`config.mk`:
```
export PLATFORM = sky130hd
export DESIGN_NAME = llr_init_stream_flat
export DESIGN_NICKNAME = d
export VERILOG_FILES = /design/src/rtl/llr_init_stream_if.sv /design/src/rtl/llr_init_stream.sv /design/src/flat_wrapper.sv
export SDC_FILE = /design/constraint.sdc
export NUM_CORES = 1
export LEC_CHECK = 0
export CAP_MARGIN = 40
export CORE_MARGIN = 2
export CORE_UTILIZATION = 45
export CTS_CLUSTER_SIZE = 30
export DETAILED_ROUTE_END_ITERATION = 6
export HOLD_SLACK_MARGIN = 0.12
export PLACE_DENSITY = 0.83
export SLEW_MARGIN = 25
export SYNTH_ARGS = -nofsm -noshare
export SYNTH_HDL_FRONTEND = slang
export SYNTH_SLANG_ARGS = --single-unit
```
`constraint.sdc`:
```
create_clock -name clk -period 4.5 [get_ports clk]
set_input_delay 0.675 -clock clk [delete_from_list [all_inputs] [get_ports clk]]
set_output_delay 0.675 -clock clk [all_outputs]
set_load 0.02 [all_outputs]
```
`src/rtl/llr_init_stream_if.sv`:
```
// Beat-level handshake bundle between the sifted-key buffer, the LLR
// initialisation stage and the variable-node memory loader.
interface llr_init_stream_if #(
    parameter int N_BITS = 100,
    parameter int LANES  = 10,
    parameter int LLR_W  = 15
);
    localparam int BEATS  = (N_BITS + LANES - 1) / LANES;
    localparam int BEAT_W = (BEATS > 1) ? $clog2(BEATS) : 1;

    logic                     in_valid;
    logic                     in_ready;
    logic                     in_first;
    logic [LANES-1:0]         in_bits;
    logic [3:0]               qber;
    logic [1:0]               scale;
    logic                     out_valid;
    logic                     out_ready;
    logic [LANES*LLR_W-1:0]   out_llr;
    logic [LANES-1:0]         out_sign;
    logic                     out_last;
    logic [BEAT_W-1:0]        out_beat;

    modport master (
        output in_valid, in_first, in_bits, qber, scale, out_ready,
        input  in_ready, out_valid, out_llr, out_sign, out_last, out_beat
    );

    modport slave (
        input  in_valid, in_first, in_bits, qber, scale, out_ready,
        output in_ready, out_valid, out_llr, out_sign, out_last, out_beat
    );
endinterface

```
`src/rtl/llr_init_stream.sv`:
```
// Streaming LLR initialisation: turns noisy key bits into Q5.10 magnitude/sign
// pairs, LANES per beat, with a single skid-free output register stage.
module llr_init_stream #(
    parameter int N_BITS = 100,
    parameter int LANES  = 10,
    parameter int LLR_W  = 15
) (
    input  logic                clk,
    input  logic                rst_n,
    llr_init_stream_if.slave    bus,
    output logic [15:0]         block_cnt,
    output logic                seq_err
);
    localparam int BEATS  = (N_BITS + LANES - 1) / LANES;
    localparam int BEAT_W = (BEATS > 1) ? $clog2(BEATS) : 1;
    localparam logic [BEAT_W-1:0] LAST_BEAT = BEAT_W'(BEATS - 1);

    typedef enum logic {IDLE, STREAM} state_t;

    state_t                  state_q, state_d;
    logic [BEAT_W-1:0]       beat_q, beat_d;
    logic [3:0]              qber_q, qber_d;
    logic [1:0]              scale_q, scale_d;
    logic                    out_valid_q, out_valid_d;
    logic [LANES*LLR_W-1:0]  out_llr_q, out_llr_d;
    logic [LANES-1:0]        out_sign_q, out_sign_d;
    logic                    out_last_q, out_last_d;
    logic [BEAT_W-1:0]       out_beat_q, out_beat_d;
    logic [15:0]             block_cnt_q, block_cnt_d;
    logic                    seq_err_q, seq_err_d;

    logic                    accept;
    logic                    emit;
    logic [BEAT_W-1:0]       cur_beat;
    logic [3:0]              cur_qber;
    logic [1:0]              cur_scale;
    logic [LLR_W-1:0]        cur_mag;

    // round(ln((1-p)/p) * 1024) with p = (k+1)/100
    function automatic logic [12:0] llr_rom(input logic [3:0] k);
        case (k)
            4'd0:    llr_rom = 13'd4705;
            4'd1:    llr_rom = 13'd3985;
            4'd2:    llr_rom = 13'd3560;
            4'd3:    llr_rom = 13'd3254;
            4'd4:    llr_rom = 13'd3015;
            4'd5:    llr_rom = 13'd2818;
            4'd6:    llr_rom = 13'd2649;
            4'd7:    llr_rom = 13'd2501;
            4'd8:    llr_rom = 13'd2369;
            4'd9:    llr_rom = 13'd2250;
            4'd10:   llr_rom = 13'd2141;
            4'd11:   llr_rom = 13'd2040;
            4'd12:   llr_rom = 13'd1947;
            4'd13:   llr_rom = 13'd1859;
            4'd14:   llr_rom = 13'd1776;
            default: llr_rom = 13'd1698;
        endcase
    endfunction

    assign bus.in_ready = !out_valid_q || bus.out_ready;
    assign accept       = bus.in_valid && bus.in_ready;

    always_comb begin
        state_d     = state_q;
        beat_d      = beat_q;
        qber_d      = qber_q;
        scale_d     = scale_q;
        out_valid_d = out_valid_q;
        out_llr_d   = out_llr_q;
        out_sign_d  = out_sign_q;
        out_last_d  = out_last_q;
        out_beat_d  = out_beat_q;
        block_cnt_d = block_cnt_q;
        seq_err_d   = seq_err_q;
        emit        = 1'b0;
        cur_beat    = beat_q;
        cur_qber    = qber_q;
        cur_scale   = scale_q;

        if (out_valid_q && bus.out_ready) begin
            out_valid_d = 1'b0;
        end

        // A first beat always restarts framing, even if it abandons a block
        if (accept) begin
            if (bus.in_first) begin
                if (state_q == STREAM) begin
                    seq_err_d = 1'b1;
                end
                qber_d    = bus.qber;
                scale_d   = bus.scale;
                cur_qber  = bus.qber;
                cur_scale = bus.scale;
                cur_beat  = '0;
                emit      = 1'b1;
            end else if (state_q == IDLE) begin
                seq_err_d = 1'b1;
            end else begin
                emit = 1'b1;
            end
        end

        cur_mag = LLR_W'(llr_rom(cur_qber)) >> cur_scale;

        if (emit) begin
            out_valid_d = 1'b1;
            out_beat_d  = cur_beat;
            out_last_d  = (cur_beat == LAST_BEAT);
            // Lanes past the end of the block carry zero padding
            for (int i = 0; i < LANES; i++) begin
                if (32'(cur_beat) * LANES + i < N_BITS) begin
                    out_llr_d[i*LLR_W +: LLR_W] = cur_mag;
                    out_sign_d[i]               = bus.in_bits[i];
                end else begin
                    out_llr_d[i*LLR_W +: LLR_W] = '0;
                    out_sign_d[i]               = 1'b0;
                end
            end
            if (cur_beat == LAST_BEAT) begin
                state_d     = IDLE;
                beat_d      = '0;
                block_cnt_d = block_cnt_q + 16'd1;
            end else begin
                state_d = STREAM;
                beat_d  = cur_beat + BEAT_W'(1);
            end
        end
    end

    always_ff @(posedge clk) begin
        if (!rst_n) begin
            state_q     <= IDLE;
            beat_q      <= '0;
            qber_q      <= '0;
            scale_q     <= '0;
            out_valid_q <= 1'b0;
            out_llr_q   <= '0;
            out_sign_q  <= '0;
            out_last_q  <= 1'b0;
            out_beat_q  <= '0;
            block_cnt_q <= '0;
            seq_err_q   <= 1'b0;
        end else begin
            state_q     <= state_d;
            beat_q      <= beat_d;
            qber_q      <= qber_d;
            scale_q     <= scale_d;
            out_valid_q <= out_valid_d;
            out_llr_q   <= out_llr_d;
            out_sign_q  <= out_sign_d;
            out_last_q  <= out_last_d;
            out_beat_q  <= out_beat_d;
            block_cnt_q <= block_cnt_d;
            seq_err_q   <= seq_err_d;
        end
    end

    assign bus.out_valid = out_valid_q;
    assign bus.out_llr   = out_llr_q;
    assign bus.out_sign  = out_sign_q;
    assign bus.out_last  = out_last_q;
    assign bus.out_beat  = out_beat_q;
    assign block_cnt     = block_cnt_q;
    assign seq_err       = seq_err_q;
endmodule
```
`src/flat_wrapper.sv`:
```
// flat-port wrapper written by rule: the top's interface ports become plain ports
module llr_init_stream_flat 
#(
    parameter int N_BITS = 100,
    parameter int LANES  = 10,
    parameter int LLR_W  = 15
)
  (clk, rst_n, block_cnt, seq_err, bus_in_valid, bus_in_first, bus_in_bits, bus_qber, bus_scale, bus_out_ready, bus_in_ready, bus_out_valid, bus_out_llr, bus_out_sign, bus_out_last, bus_out_beat);
  llr_init_stream_if #(.N_BITS(N_BITS), .LANES(LANES), .LLR_W(LLR_W)) bus_i ();
  input  logic clk;
  input  logic rst_n;
  output logic [15:0] block_cnt;
  output logic seq_err;
  input wire logic [$bits(bus_i.in_valid)-1:0] bus_in_valid;
  input wire logic [$bits(bus_i.in_first)-1:0] bus_in_first;
  input wire logic [$bits(bus_i.in_bits)-1:0] bus_in_bits;
  input wire logic [$bits(bus_i.qber)-1:0] bus_qber;
  input wire logic [$bits(bus_i.scale)-1:0] bus_scale;
  input wire logic [$bits(bus_i.out_ready)-1:0] bus_out_ready;
  output wire logic [$bits(bus_i.in_ready)-1:0] bus_in_ready;
  output wire logic [$bits(bus_i.out_valid)-1:0] bus_out_valid;
  output wire logic [$bits(bus_i.out_llr)-1:0] bus_out_llr;
  output wire logic [$bits(bus_i.out_sign)-1:0] bus_out_sign;
  output wire logic [$bits(bus_i.out_last)-1:0] bus_out_last;
  output wire logic [$bits(bus_i.out_beat)-1:0] bus_out_beat;
  assign bus_i.in_valid = bus_in_valid;
  assign bus_i.in_first = bus_in_first;
  assign bus_i.in_bits = bus_in_bits;
  assign bus_i.qber = bus_qber;
  assign bus_i.scale = bus_scale;
  assign bus_i.out_ready = bus_out_ready;
  assign bus_in_ready = bus_i.in_ready;
  assign bus_out_valid = bus_i.out_valid;
  assign bus_out_llr = bus_i.out_llr;
  assign bus_out_sign = bus_i.out_sign;
  assign bus_out_last = bus_i.out_last;
  assign bus_out_beat = bus_i.out_beat;
  llr_init_stream #(.N_BITS(N_BITS), .LANES(LANES), .LLR_W(LLR_W)) u_core (.clk(clk), .rst_n(rst_n), .bus(bus_i), .block_cnt(block_cnt), .seq_err(seq_err));
endmodule
```
==> impl_metrics.yaml, run 1 <==
run_status:
  status: "finished clean"
setup_path:
  crit_family: "compound AO/OA/AOI/OAI gates"
  path_depth: 15
  path_class: "primary input to flip-flop"
  startpoint: "bus_out_ready"
  critPathArrivalTime_ps: 4350
  worst-path-buf-inv: 2
  crit_top_cell: "ha_1"
  cpMaxStageDelayCell: "a31oi_1"
  required_ps: 4760
  worstSetupEndpointType: "flip-flop"
  r2r_setup_slack_ps: 780
  cpPeakStageDelay_ps: 510
  r2r_cells: 14
  rr_endpoint: "u_core.bus.out_llr[108]"
  crit_fanout: 7
  worst_setup_path_start_kind: "primary input"
  r2r-start: "u_core.bus.out_valid"
  path_cells: "clkdlybuf4s50_1, nor2b_2, nor2_2, buf_4, nor2_1, ha_1, xor2_1, ha_1, a211oi_1, a31oi_1, o311ai_0, a32oi_1, nand4_1, and3_1, a22o_1"
  critPathCapture: "u_core.bus.out_llr[108]"
flow_run:
  cap_violations: 0
yosys:
  synthDistinctLibCells: 74
  seq_area_frac_synth_pct: 35.2
  synthTopCellsByCount: "dfxtp_1, buf_4, nand2_1"
  synthXorXnorAreaFrac_pct: 3.11
  yosys-mux-area-fraction_pct: 3.21
  netlist_top_cells_area: "dfxtp_1, buf_4, o21ai_0"
  syn_area_mm2: 0.00619
  syn_area_per_cell_um2: 8.37
  synth-compound-area-share_pct: 23.8
  synth_top_family_by_area: "compound AO/OA/AOI/OAI gates"
  synth_fa_ha_area_share_pct: 2.63
  yosys.area_share.simple_pct: 17.3
  syn_inst: 740
  yosysMostFrequentCell: "dfxtp_1"
  synth_seq_cells: 109
  synth_top_area_share_pct: 35.2
  async_flop_share_pct: 0
  synthFlopType: "dfxtp_1"
  synth-edff-count: 0
  synth_warnings: 0
  yosys.area.top_type: "dfxtp_1"
pwr:
  vdd_drop_max_mv: 0.165
  power-per-cell-area_mw_per_mm2: 326
  p_leak_nw: 2.95
detailed_routing:
  dr.pass1.iters: 7
  drt-wirelength-per-cell_um: 17.1
  drt_iter0_drc: 505
  ant_nets: 0
  vias: 5666
  routed_wl_um: 17500
  drc_errors: 0
  drt-vias-per-instance: 5.55
clock_network:
  cts_made_buffers: 9
  clock_sinks: 109
  cts_buffer_depth: 2
  cts_resized: 0
  clock_latency_ps: 360
  hold_buffers: 0
  postCtsSetupBuffers: 0
  tritoncts: "done"
  root_buffer: "clkbuf_16"
  cts_max_level: 3
  clk_pin_slew_worst_paths_ps: 70
sta:
  drv_slew: 0
  finalCriticalPeriod_ps: 4090
  clock_skew_ps: 7.50
  timing_hold_violations_final: 0
  worstMarginPinSlew_ps: 749
  fmax_ghz: 0.244
  rsz0062_at_grt: "false"
  tns_ps: 0
  relSlewSlack_pct: 48.6
  setup_viol: 0
  post-route-period-util_pct: 91.0
die:
  core_mm2: 0.0133
  ios: 205
  start_util_pct: 46.4
  dieArea_mm2: 0.0147
  die_height_um: 121
  die_w_um: 121
  rows: 42
global_route:
  antenna_found_initial: 0
  grt_max_degree: 68
  grtUsageTotal_pct: 23.5
  grt-ovfl-total: 0
  grt_pass1_wl_um: 27400
  grt_pass1_vias: 4976
placed_design:
  io_buffers: 184
  dp_hpwl_um: 12800
  placedCellCount: 1005
  finalWeightedCongestion: 0.920
cells_and_area:
  fillers: 1202
  area_delta_synth_final_pct: 27.8
  antenna_cells: 0
  final_nets: 874
  final-instance-count-excl-fill: 1021
  drive_above_1_share_pct: 5.92
hold_path:
  min_path_type: "flip-flop to flip-flop"
worst min-delay path: cells and delay by family, from the launching register on:
kind | cells | cell delay (ps)
compound gates | 1 | 60
flops | 1 | 310
simple gates | 1 | 50
final cells by class:
cell class | count | area [um^2] | share of cell area [%]
sequential | 109 | 2180 | 27.6
timing repair buffer | 200 | 1960 | 24.8
tap | 176 | 220 | 2.78
clock inverter | 6 | 46.3 | 0.585
clock buffer | 10 | 239 | 3.02
inverter | 23 | 86.3 | 1.09
multi-input combinational | 497 | 3180 | 40.1
stage by stage:
stage               instance area [um^2]  setup WS, ps  utilization (%)  power, mW  hold slack, ps
floorplan                           6260           794                -       1.57             478
global placement                    7630           193             57.1       1.81             449
detailed placement                  7630           119             57.1       1.82             453
CTS                                 7910           488             59.3       2.58             469
global route                        7910           121             59.3       2.69             488
finish                              7910           407             59.3       2.58             464
cell usage in the layout (no fill, tap or decap), drive strengths merged, types with 14 or more instances in the layout:
cell / synthesis / routed
a21boi: 14 / 14
clkdlybuf4s50: 0 / 184
nor2: 23 / 23
conb: 1 / 20
nand2: 80 / 80
nor2b: 15 / 15
buf: 98 / 16
a22o: 35 / 35
nand3: 24 / 24
a21oi: 19 / 19
dfxtp: 109 / 109
o21ai: 64 / 64
inv: 23 / 24
and2: 24 / 24
logic make-up after synthesis:
group,Yosys count
xor+xnor,22
compound gates,210
other cells,1
mux,18
buf+inv,153
simple gates,214
fa+ha+maj,13
flops,109
report_power, final:
group,internal [mW],total [mW],leakage [nW],switching [mW]
registers,1.03,1.09,0.888,0.0583
logic,0.309,0.717,1.92,0.408
clock network,0.395,0.774,0.140,0.379
per-layer routing:
layer / vias up / wire, um / GRT usage (%)
met5: - / 0 / 0
met3: 30 / 1410 / 4.98
met4: 0 / 330 / 7.61
met1: 2640 / 7530 / 31.2
li1: 2724 / - / -
met2: 272 / 8230 / 38.0
sequential cells by signal, summed over array words and instances, names as in the netlist:
register              flops
u_core.bus.out_llr       65
u_core.bus.out_last       1
u_core.beat_q             4
u_core.bus.out_beat       4
u_core.seq_err            1
u_core.bus.out_sign      10
u_core.scale_q            2
u_core.state_q            1
u_core.qber_q             4
u_core.bus.out_valid      1
u_core.block_cnt         16
worst min-delay path by stage:
| stage | depth (start not counted) | slack [ps] | from | to |
|---|---|---|---|---|
| floorplan | 2 | 480 | u_core.state_q | u_core.state_q |
| CTS | 2 | 470 | u_core.bus.out_sign[1] | u_core.bus.out_sign[1] |
| detailed placement | 1 | 450 | u_core.seq_err | u_core.seq_err |
| global route | 1 | 490 | u_core.seq_err | u_core.seq_err |
| global placement | 2 | 450 | u_core.bus.out_sign[0] | u_core.bus.out_sign[0] |
| finish | 2 | 460 | u_core.bus.out_sign[1] | u_core.bus.out_sign[1] |
(Power assumes the default switching activity.)
==> run 2, diff against run 1 <==
Settings changed: CTS_CLUSTER_SIZE 30 to default.
==> results of run 2 <==
Final layout, timing and power as in run 1 (identical DEF).
